--- src/rtl/lsu_ctrl.sv ---
// Multi-cycle load/store unit: IDLE -> ACCESS -> RESP handshake with byte strobes and load extension.
// Define LSU_MISALIGN_TRAP_EN to trap misaligned lw/sw/lh/lhu/sh instead of issuing them.
module lsu_ctrl #(
    parameter int ADDR_W  = 32,
    parameter int TIMEOUT = 16
) (
    input  logic              clk,
    input  logic              rst,
    input  logic              req_valid,
    input  logic              req_we,
    input  logic [2:0]        req_funct3,
    input  logic [ADDR_W-1:0] req_addr,
    input  logic [31:0]       req_wdata,
    output logic              stall,
    output logic              rd_valid,
    output logic [31:0]       rd_data,
    output logic              err,
    output logic [1:0]        err_code,
    output logic              mem_req,
    output logic [3:0]        mem_we,
    output logic [ADDR_W-1:0] mem_addr,
    output logic [31:0]       mem_wdata,
    input  logic [31:0]       mem_rdata,
    input  logic              mem_ack
);

    localparam logic [1:0] S_IDLE   = 2'd0;
    localparam logic [1:0] S_ACCESS = 2'd1;
    localparam logic [1:0] S_RESP   = 2'd2;

    localparam int              CNT_W    = $clog2(TIMEOUT + 2);
    localparam logic [CNT_W-1:0] CNT_LAST = (TIMEOUT == 0) ? '0 : CNT_W'(TIMEOUT - 1);

`ifdef LSU_MISALIGN_TRAP_EN
    localparam bit MISALIGN_TRAP = 1'b1;
`else
    localparam bit MISALIGN_TRAP = 1'b0;
`endif

    logic [1:0]       state;
    logic [2:0]       f3_p1;
    logic [1:0]       lane_p1;
    logic             we_p1;
    logic [CNT_W-1:0] wait_cnt;

    function automatic logic is_illegal(input logic we, input logic [2:0] f3);
        if (we)
            return (f3 > 3'd2);
        else
            return (f3 == 3'd3) || (f3 == 3'd6) || (f3 == 3'd7);
    endfunction

    function automatic logic is_misaligned(input logic [2:0] f3, input logic [1:0] lane);
        case (f3[1:0])
            2'd1:    return lane[0];
            2'd2:    return (lane != 2'd0);
            default: return 1'b0;
        endcase
    endfunction

    function automatic logic [3:0] store_strobe(input logic [2:0] f3, input logic [1:0] lane);
        logic [3:0] base;
        case (f3[1:0])
            2'd0:    base = 4'b0001;
            2'd1:    base = 4'b0011;
            default: base = 4'b1111;
        endcase
        return base << lane;
    endfunction

    function automatic logic [31:0] load_extend(input logic [2:0] f3, input logic [1:0] lane,
                                                input logic [31:0] rdata);
        logic [31:0]        d;
        logic signed [7:0]  sb;
        logic signed [15:0] sh;
        logic signed [31:0] sx;
        d  = rdata >> {lane, 3'b000};
        sb = d[7:0];
        sh = d[15:0];
        case (f3)
            3'd0:    sx = 32'(sb);
            3'd1:    sx = 32'(sh);
            3'd4:    sx = {24'd0, d[7:0]};
            3'd5:    sx = {16'd0, d[15:0]};
            default: sx = d;
        endcase
        return unsigned'(sx);
    endfunction

    assign stall = ((state == S_IDLE) && req_valid) || (state == S_ACCESS);

    always_ff @(posedge clk or posedge rst) begin
        if (rst) begin
            state     <= S_IDLE;
            f3_p1     <= '0;
            lane_p1   <= '0;
            we_p1     <= 1'b0;
            wait_cnt  <= '0;
            rd_valid  <= 1'b0;
            rd_data   <= '0;
            err       <= 1'b0;
            err_code  <= '0;
            mem_req   <= 1'b0;
            mem_we    <= '0;
            mem_addr  <= '0;
            mem_wdata <= '0;
        end else begin
            rd_valid <= 1'b0;
            err      <= 1'b0;
            case (state)
                // p0 -> p1: accept and classify the request
                S_IDLE: begin
                    if (req_valid) begin
                        f3_p1    <= req_funct3;
                        lane_p1  <= req_addr[1:0];
                        we_p1    <= req_we;
                        wait_cnt <= '0;
                        if (is_illegal(req_we, req_funct3)) begin
                            err_code <= 2'b11;
                            err      <= 1'b1;
                            state    <= S_RESP;
                        end else if (MISALIGN_TRAP && is_misaligned(req_funct3, req_addr[1:0])) begin
                            err_code <= 2'b01;
                            err      <= 1'b1;
                            state    <= S_RESP;
                        end else begin
                            err_code  <= 2'b00;
                            mem_req   <= 1'b1;
                            mem_we    <= req_we ? store_strobe(req_funct3, req_addr[1:0]) : 4'b0000;
                            mem_addr  <= {req_addr[ADDR_W-1:2], 2'b00};
                            mem_wdata <= req_wdata << {req_addr[1:0], 3'b000};
                            state     <= S_ACCESS;
                        end
                    end
                end
                // p1 -> p2: wait for the memory, ack wins over a same-cycle timeout
                S_ACCESS: begin
                    if (mem_ack) begin
                        mem_req <= 1'b0;
                        state   <= S_RESP;
                        if (!we_p1) begin
                            rd_data  <= load_extend(f3_p1, lane_p1, mem_rdata);
                            rd_valid <= 1'b1;
                        end
                    end else if ((TIMEOUT != 0) && (wait_cnt == CNT_LAST)) begin
                        mem_req  <= 1'b0;
                        rd_data  <= '0;
                        err_code <= 2'b10;
                        err      <= 1'b1;
                        state    <= S_RESP;
                    end else begin
                        wait_cnt <= wait_cnt + CNT_W'(1);
                    end
                end
                // p2: retire; req_valid here still belongs to the retiring instruction
                default: state <= S_IDLE;
            endcase
        end
    end

endmodule

--- config.mk ---
export PLATFORM = sky130hd
export DESIGN_NAME = lsu_ctrl
export DESIGN_NICKNAME = d
export VERILOG_FILES = /design/src/rtl/lsu_ctrl.sv
export SDC_FILE = /design/constraint.sdc
export NUM_CORES = 1
export LEC_CHECK = 0
export ABC_AREA = 1
export CAP_MARGIN = 20
export CORE_ASPECT_RATIO = 0.7
export CORE_MARGIN = 2
export CORE_UTILIZATION = 50
export CTS_BUF_LIST = sky130_fd_sc_hd__clkbuf_4 sky130_fd_sc_hd__clkbuf_8
export CTS_CLUSTER_SIZE = 25
export DETAILED_ROUTE_END_ITERATION = 16
export PLACE_DENSITY = 0.9
export SLEW_MARGIN = 30
export SYNTH_ARGS = -nofsm -noshare
export SYNTH_HDL_FRONTEND = slang
export SYNTH_SLANG_ARGS = --single-unit
--- constraint.sdc ---
create_clock -name clk -period 8.7 [get_ports clk]
set_clock_uncertainty 0.1 [all_clocks]
set_input_delay 0.87 -clock clk [delete_from_list [all_inputs] [get_ports clk]]
set_output_delay 0.87 -clock clk [all_outputs]
set_load 0.1 [all_outputs]
==> results.cfg, run 1 <==
[grt]
grt_first_pass_wirelength_um = 28100
antenna_found_initial = 0
overflow = 0
grt_max_degree = 79
track_usage = 0.2895
grtUsageMet3 = 0.1268
globalRouteMet2Util = 0.4512
grt_pass1_vias = 5600
use_met1 = 0.3684
gr-max-usage-layer = met2

[yosys]
ys_ff_latch = 116
synth_commonest_cells = 377 x nand2_1, 116 x dfrtp_1, 57 x o21ai_0, 43 x nor2_1, 41 x inv_1
yosysMostFrequentCell = nand2_1
async_reset_ff_frac = 1.000
synth_largest_area_cell = dfrtp_1
yosysWarnings = 0
synthSimpleGateAreaFrac = 0.3163
synth_top_family_by_area = simple AND/OR/NAND/NOR gates
syn_area_um2 = 5764
yosys.area_share.adder = 0.004341
synthCells = 774
synthMuxAreaShare = 0
yosysSeqAreaShare = 0.5036
synth_top_flop_cell = dfrtp_1
synth_edf_count = 0
syn_avg_cell_area_um2 = 7.447
yosys.area_share.xor_xnor = 0
synth_top_area_frac = 0.5036
synth-compound-area-share = 0.1018
synth.area.top_cells = dfrtp_1 50%, nand2_1 25%, o21ai_0 4.9%
synth.distinct_cells = 27

[run_status]
outcome = completed

[cells_and_area]
area_delta_synth_final_pct = 42.91
fin_cells = 1126
finalNetCount = 1068
antenna_cells = 0
final_layout_size_suffix_gt1_frac = 0.05858

[detailed_routing]
drc = 0
viasPerCell = 5.164
ant_nets = 0
wirelength_um = 17170
routedWlPerCell_um = 15.25
via_count = 5815
drt_iter0_markers = 427
dr.pass1.iters = 4

[worst_hold_path]
whs_path_depth = 2
hold_path_class = reg2reg
min-delay-start = rd_data[4]
whs_endpoint = rd_data[4]

[setup_path]
critPathLaunchType = input port
r2r_end = rd_data[19]
end_kind = output port
max_stage_delay_ns = 1.17
rrSetupSlack_ns = 6.02
cp_max_fo = 14
cp.arrival_ns = 2.93
critPathKind = in2out
reg2reg_depth = 7
worstPathCellList = clkdlybuf4s50_1 -> nand2_2 -> nand2_1 -> clkdlybuf4s50_1
required_ns = 7.73
crit_path_frequent_cell = clkdlybuf4s50_1
timing.rr.start = lane_p1[0]
cpMaxStageDelayCell = clkdlybuf4s50_1

[placement]
gp_congestion = 0.9102
io_buffers = 207
placed_cells = 1096
hpwlAfterDp_um = 12100

[clock_network]
clk_path_buf_depth = 2
h-tree-depth = 4
cts.sinks = 116
clk-insertion-delay-late_ns = 0.42
cts_tree = built
postCtsSetupBuffers = 0
post_cts_resized = 0
cts_hold_buf = 0
path_clk_slew_ns = 0.07
numCtsBuffers = 17
cts-root-buf = clkbuf_8

[job]
maxCapViolCount = 0

[sta]
hold_violations = 0
rsz0062_at_grt = false
finalCritPeriodShare = 0.4482
tightest_slew_ns = 1.037
setup_viol = 0
fin_setup_tns_ns = 0
final.min_clock_period_ns = 3.899
slew_headroom = 0.3064
clock.fmax_mhz = 256.4
finalMaxSlewViolations = 0

[floorplanning]
die_h_um = 93.84
core_um2 = 11130
start_util = 0.5179
pin_count = 210
dieArea_um2 = 12420
die_w_um = 132.3
fp-row-count = 32
worst max path at each step:
stage / slack [ns] / end / from
after global routing: 4.74 / stall / req_valid
after global placement: 4.88 / stall / req_valid
after floorplan: 4.66 / err / rst
after detailed placement: 4.83 / stall / req_valid
after CTS: 4.81 / stall / req_valid
final: 4.80 / stall / req_valid
layout make-up:
class / instances / area (um2)
fillers: 860 / 2893
clock inverters: 13 / 185.2
clock buffers: 17 / 234.0
flip-flops and latches: 116 / 2903
well taps: 153 / 191.4
repair buffers: 212 / 2098
inverters: 48 / 183.9
multi-input cells: 567 / 2442
state kept, by name, indices dropped and copies added, names as in the netlist, 2 cells and up:
name,cells
mem_wdata,32
rd_data,32
mem_addr,30
wait_cnt,5
mem_we,4
f3_p1,3
err_code,2
lane_p1,2
state,2
stage by stage:
step           hold WS [ns]    util  worst slack [ns]  instance area, um2
3_3_place_gp         0.3528  0.7035             4.875                7830
2_1_floorplan        0.3530       -             4.658                5768
6_report             0.3710  0.7401             4.801                8238
5_1_grt              0.3918  0.7401             4.744                8238
4_1_cts              0.3744  0.7407             4.807                8244
3_5_place_dp         0.3574  0.7030             4.831                7825
critical path, delay by kind of cell:
family        cells  cell delay (ns)
buf+inv           2             1.69
simple gates      2             0.37
metal layers:
metal	share of wire	up-vias
li1	-	2801
met1	0.41	2713
met2	0.45	271
met3	0.12	30
met4	0.016	0
met5	0	-
cell usage in the layout (no fill, tap or decap), drive strengths merged:
cell type        n
clkdlybuf4s50  204
inv             48
clkinvlp         5
nor3             2
conb             2
nor2            46
a21oi           19
o21ai           63
buf              8
bufinv           4
clkbuf          17
nand4            1
clkinv           4
nand3b           2
nand3           27
o211ai          23
nand2          380
ha               2
dfrtp          116
cell families (layout without fill, tap and decap cells):
| group | count (synthesis) | in the layout |
|---|---|---|
| flops | 116 | 116 |
| simple gates | 458 | 458 |
| other cells | 1 | 2 |
| fa+ha+maj | 2 | 2 |
| buf+inv | 92 | 290 |
| compound gates | 105 | 105 |
Power of run 1 is left out: the tool's default activity adds up to more than one toggle a clock period on the data nets, which glitch-free logic cannot reach.
==> run 2, diff against run 1 <==
--- a/config.mk
+++ b/config.mk
@@ -9,11 +9,11 @@
 export CAP_MARGIN = 20
 export CORE_ASPECT_RATIO = 0.7
 export CORE_MARGIN = 2
-export CORE_UTILIZATION = 50
+export CORE_UTILIZATION = 46
 export CTS_BUF_LIST = sky130_fd_sc_hd__clkbuf_4 sky130_fd_sc_hd__clkbuf_8
 export CTS_CLUSTER_SIZE = 25
 export DETAILED_ROUTE_END_ITERATION = 16
-export PLACE_DENSITY = 0.9
+export PLACE_DENSITY = 0.84
 export SLEW_MARGIN = 30
 export SYNTH_ARGS = -nofsm -noshare
 export SYNTH_HDL_FRONTEND = slang
==> constraint.sdc (replaced) <==
create_clock -name clk -period 4.05 [get_ports clk]
set_clock_uncertainty 0.1 [all_clocks]
set_input_delay 0.405 -clock clk [delete_from_list [all_inputs] [get_ports clk]]
set_output_delay 0.405 -clock clk [all_outputs]
set_load 0.1 [all_outputs]
==> results.cfg, run 2 (synthesized netlist as in run 1, its figures left out) <==
[grt]
track_usage = 0.2704
grt_max_degree = 64
antenna_found_initial = 0
grt_first_pass_wirelength_um = 28220
overflow = 0
grt_pass1_vias = 5651

[floorplanning]
die_w_um = 137.8
pin_count = 210
fp-row-count = 34
dieArea_um2 = 13460
start_util = 0.4672
core_um2 = 12340
die_h_um = 97.66

[clock_network]
path_clk_slew_ns = 0.07
cts.sinks = 116
cts-root-buf = clkbuf_8
h-tree-depth = 4
cts_tree = built
post_cts_resized = 0
postCtsSetupBuffers = 0
cts_hold_buf = 0
clk_path_buf_depth = 2
clk-insertion-delay-late_ns = 0.43
numCtsBuffers = 17

[setup_path]
rrSetupSlack_ns = 1.41
end_kind = register
critPathLaunchType = register
cp.arrival_ns = 2.86
required_ns = 4.26
r2r_end = rd_data[16]
worstSetupStartpoint = lane_p1[0]
critPathKind = reg2reg
timing.rr.start = lane_p1[0]
reg2reg_depth = 7
cp_max_fo = 33

[detailed_routing]
ant_nets = 0
wirelength_um = 17420
drt_iter0_markers = 446
routedWlPerCell_um = 15.28
dr.pass1.iters = 8
viasPerCell = 5.071
via_count = 5781
drc = 0

[cells_and_area]
area_delta_synth_final_pct = 43.13
final_layout_size_suffix_gt1_frac = 0.06748
final_common_cell = nand2_1
finalNetCount = 1071
final_area_um2 = 8250
reg.largest.list = mem_wdata x32, rd_data x32, mem_addr x30
mostFrequentLayoutCells = 377 x nand2_1, 200 x clkdlybuf4s50_1, 116 x dfrtp_1
antenna_cells = 0

[placement]
placed_area_um2 = 7841
hpwlAfterDp_um = 12270
gp_congestion = 0.9704
io_buffers = 207

[sta]
tightest_slew_ns = 1.037
slew_headroom = 0.3067
fin_setup_tns_ns = 0
whs_ns = 0.3729
finalCritPeriodShare = 0.6524
hold_violations = 0
clock.fmax_mhz = 378.5
setup_viol = 0
finalMaxSlewViolations = 0
rsz0062_at_grt = false
final.min_clock_period_ns = 2.642

[job]
maxCapViolCount = 0

[worst_hold_path]
hold_path_class = in2async

[run_status]
outcome = completed
==> run 2: changes by cell type in the layout (fill, tap and decap cells not counted), sizes merged <==
| cell | before | now |
|---|---|---|
| clkdlybuf4s50 | 204 | 200 |
| bufinv | 4 | 3 |
| clkbuf | 17 | 23 |
| buf | 8 | 15 |
| clkinvlp | 5 | 3 |
| inv | 48 | 47 |
==> run 2: through the flow <==
step | util | cells | setup slack (ns)
final | 0.6688 | 1140 | 1.408
after detailed placement | 0.6356 | 1108 | 1.393
after CTS | 0.6696 | 1140 | 1.460
after floorplan | - | 775 | 0.4726
after global routing | 0.6688 | 1140 | 1.148
after global placement | 0.6372 | 1108 | 1.449
==> run 2: final cells by class <==
class                           instances  area [um2]
Clock buffer                           23       291.5
Clock inverter                          9       127.6
Fill cell                             998        4086
Inverter                               48       183.9
Multi-Input combinational cell        567        2442
Sequential cell                       116        2903
Tap cell                              162       202.7
Timing Repair Buffer                  215        2100
==> run 2: how the worst max path moves through the flow <==
stage | to | slack (ns)
after floorplan | err | 0.47
after detailed placement | mem_we[2] | 1.39
after CTS | rd_data[16] | 1.46
after global placement | mem_wdata[16] | 1.45
after global routing | rd_data[16] | 1.15
final | rd_data[16] | 1.41
==> run 2: critical path, stage by stage, from the launching register on <==
cell     delay, ns
dfrtp_1       0.92
inv_2         0.45
nand2_1       0.17
nand3_1       0.12
nand3_2       0.21
nand3_2       0.31
nand2_1       0.18
nand2_1       0.07
==> run 2: per-layer routing <==
layer  routed length [um]  vias up  track usage
met5                    0        -            0
met4                  312        0      0.07928
met3                 1970       35       0.1038
met2                 7575      260       0.4076
met1                 7561     2679       0.3629
li1                     -     2807            -
Power of run 2 is left out for the same reason.
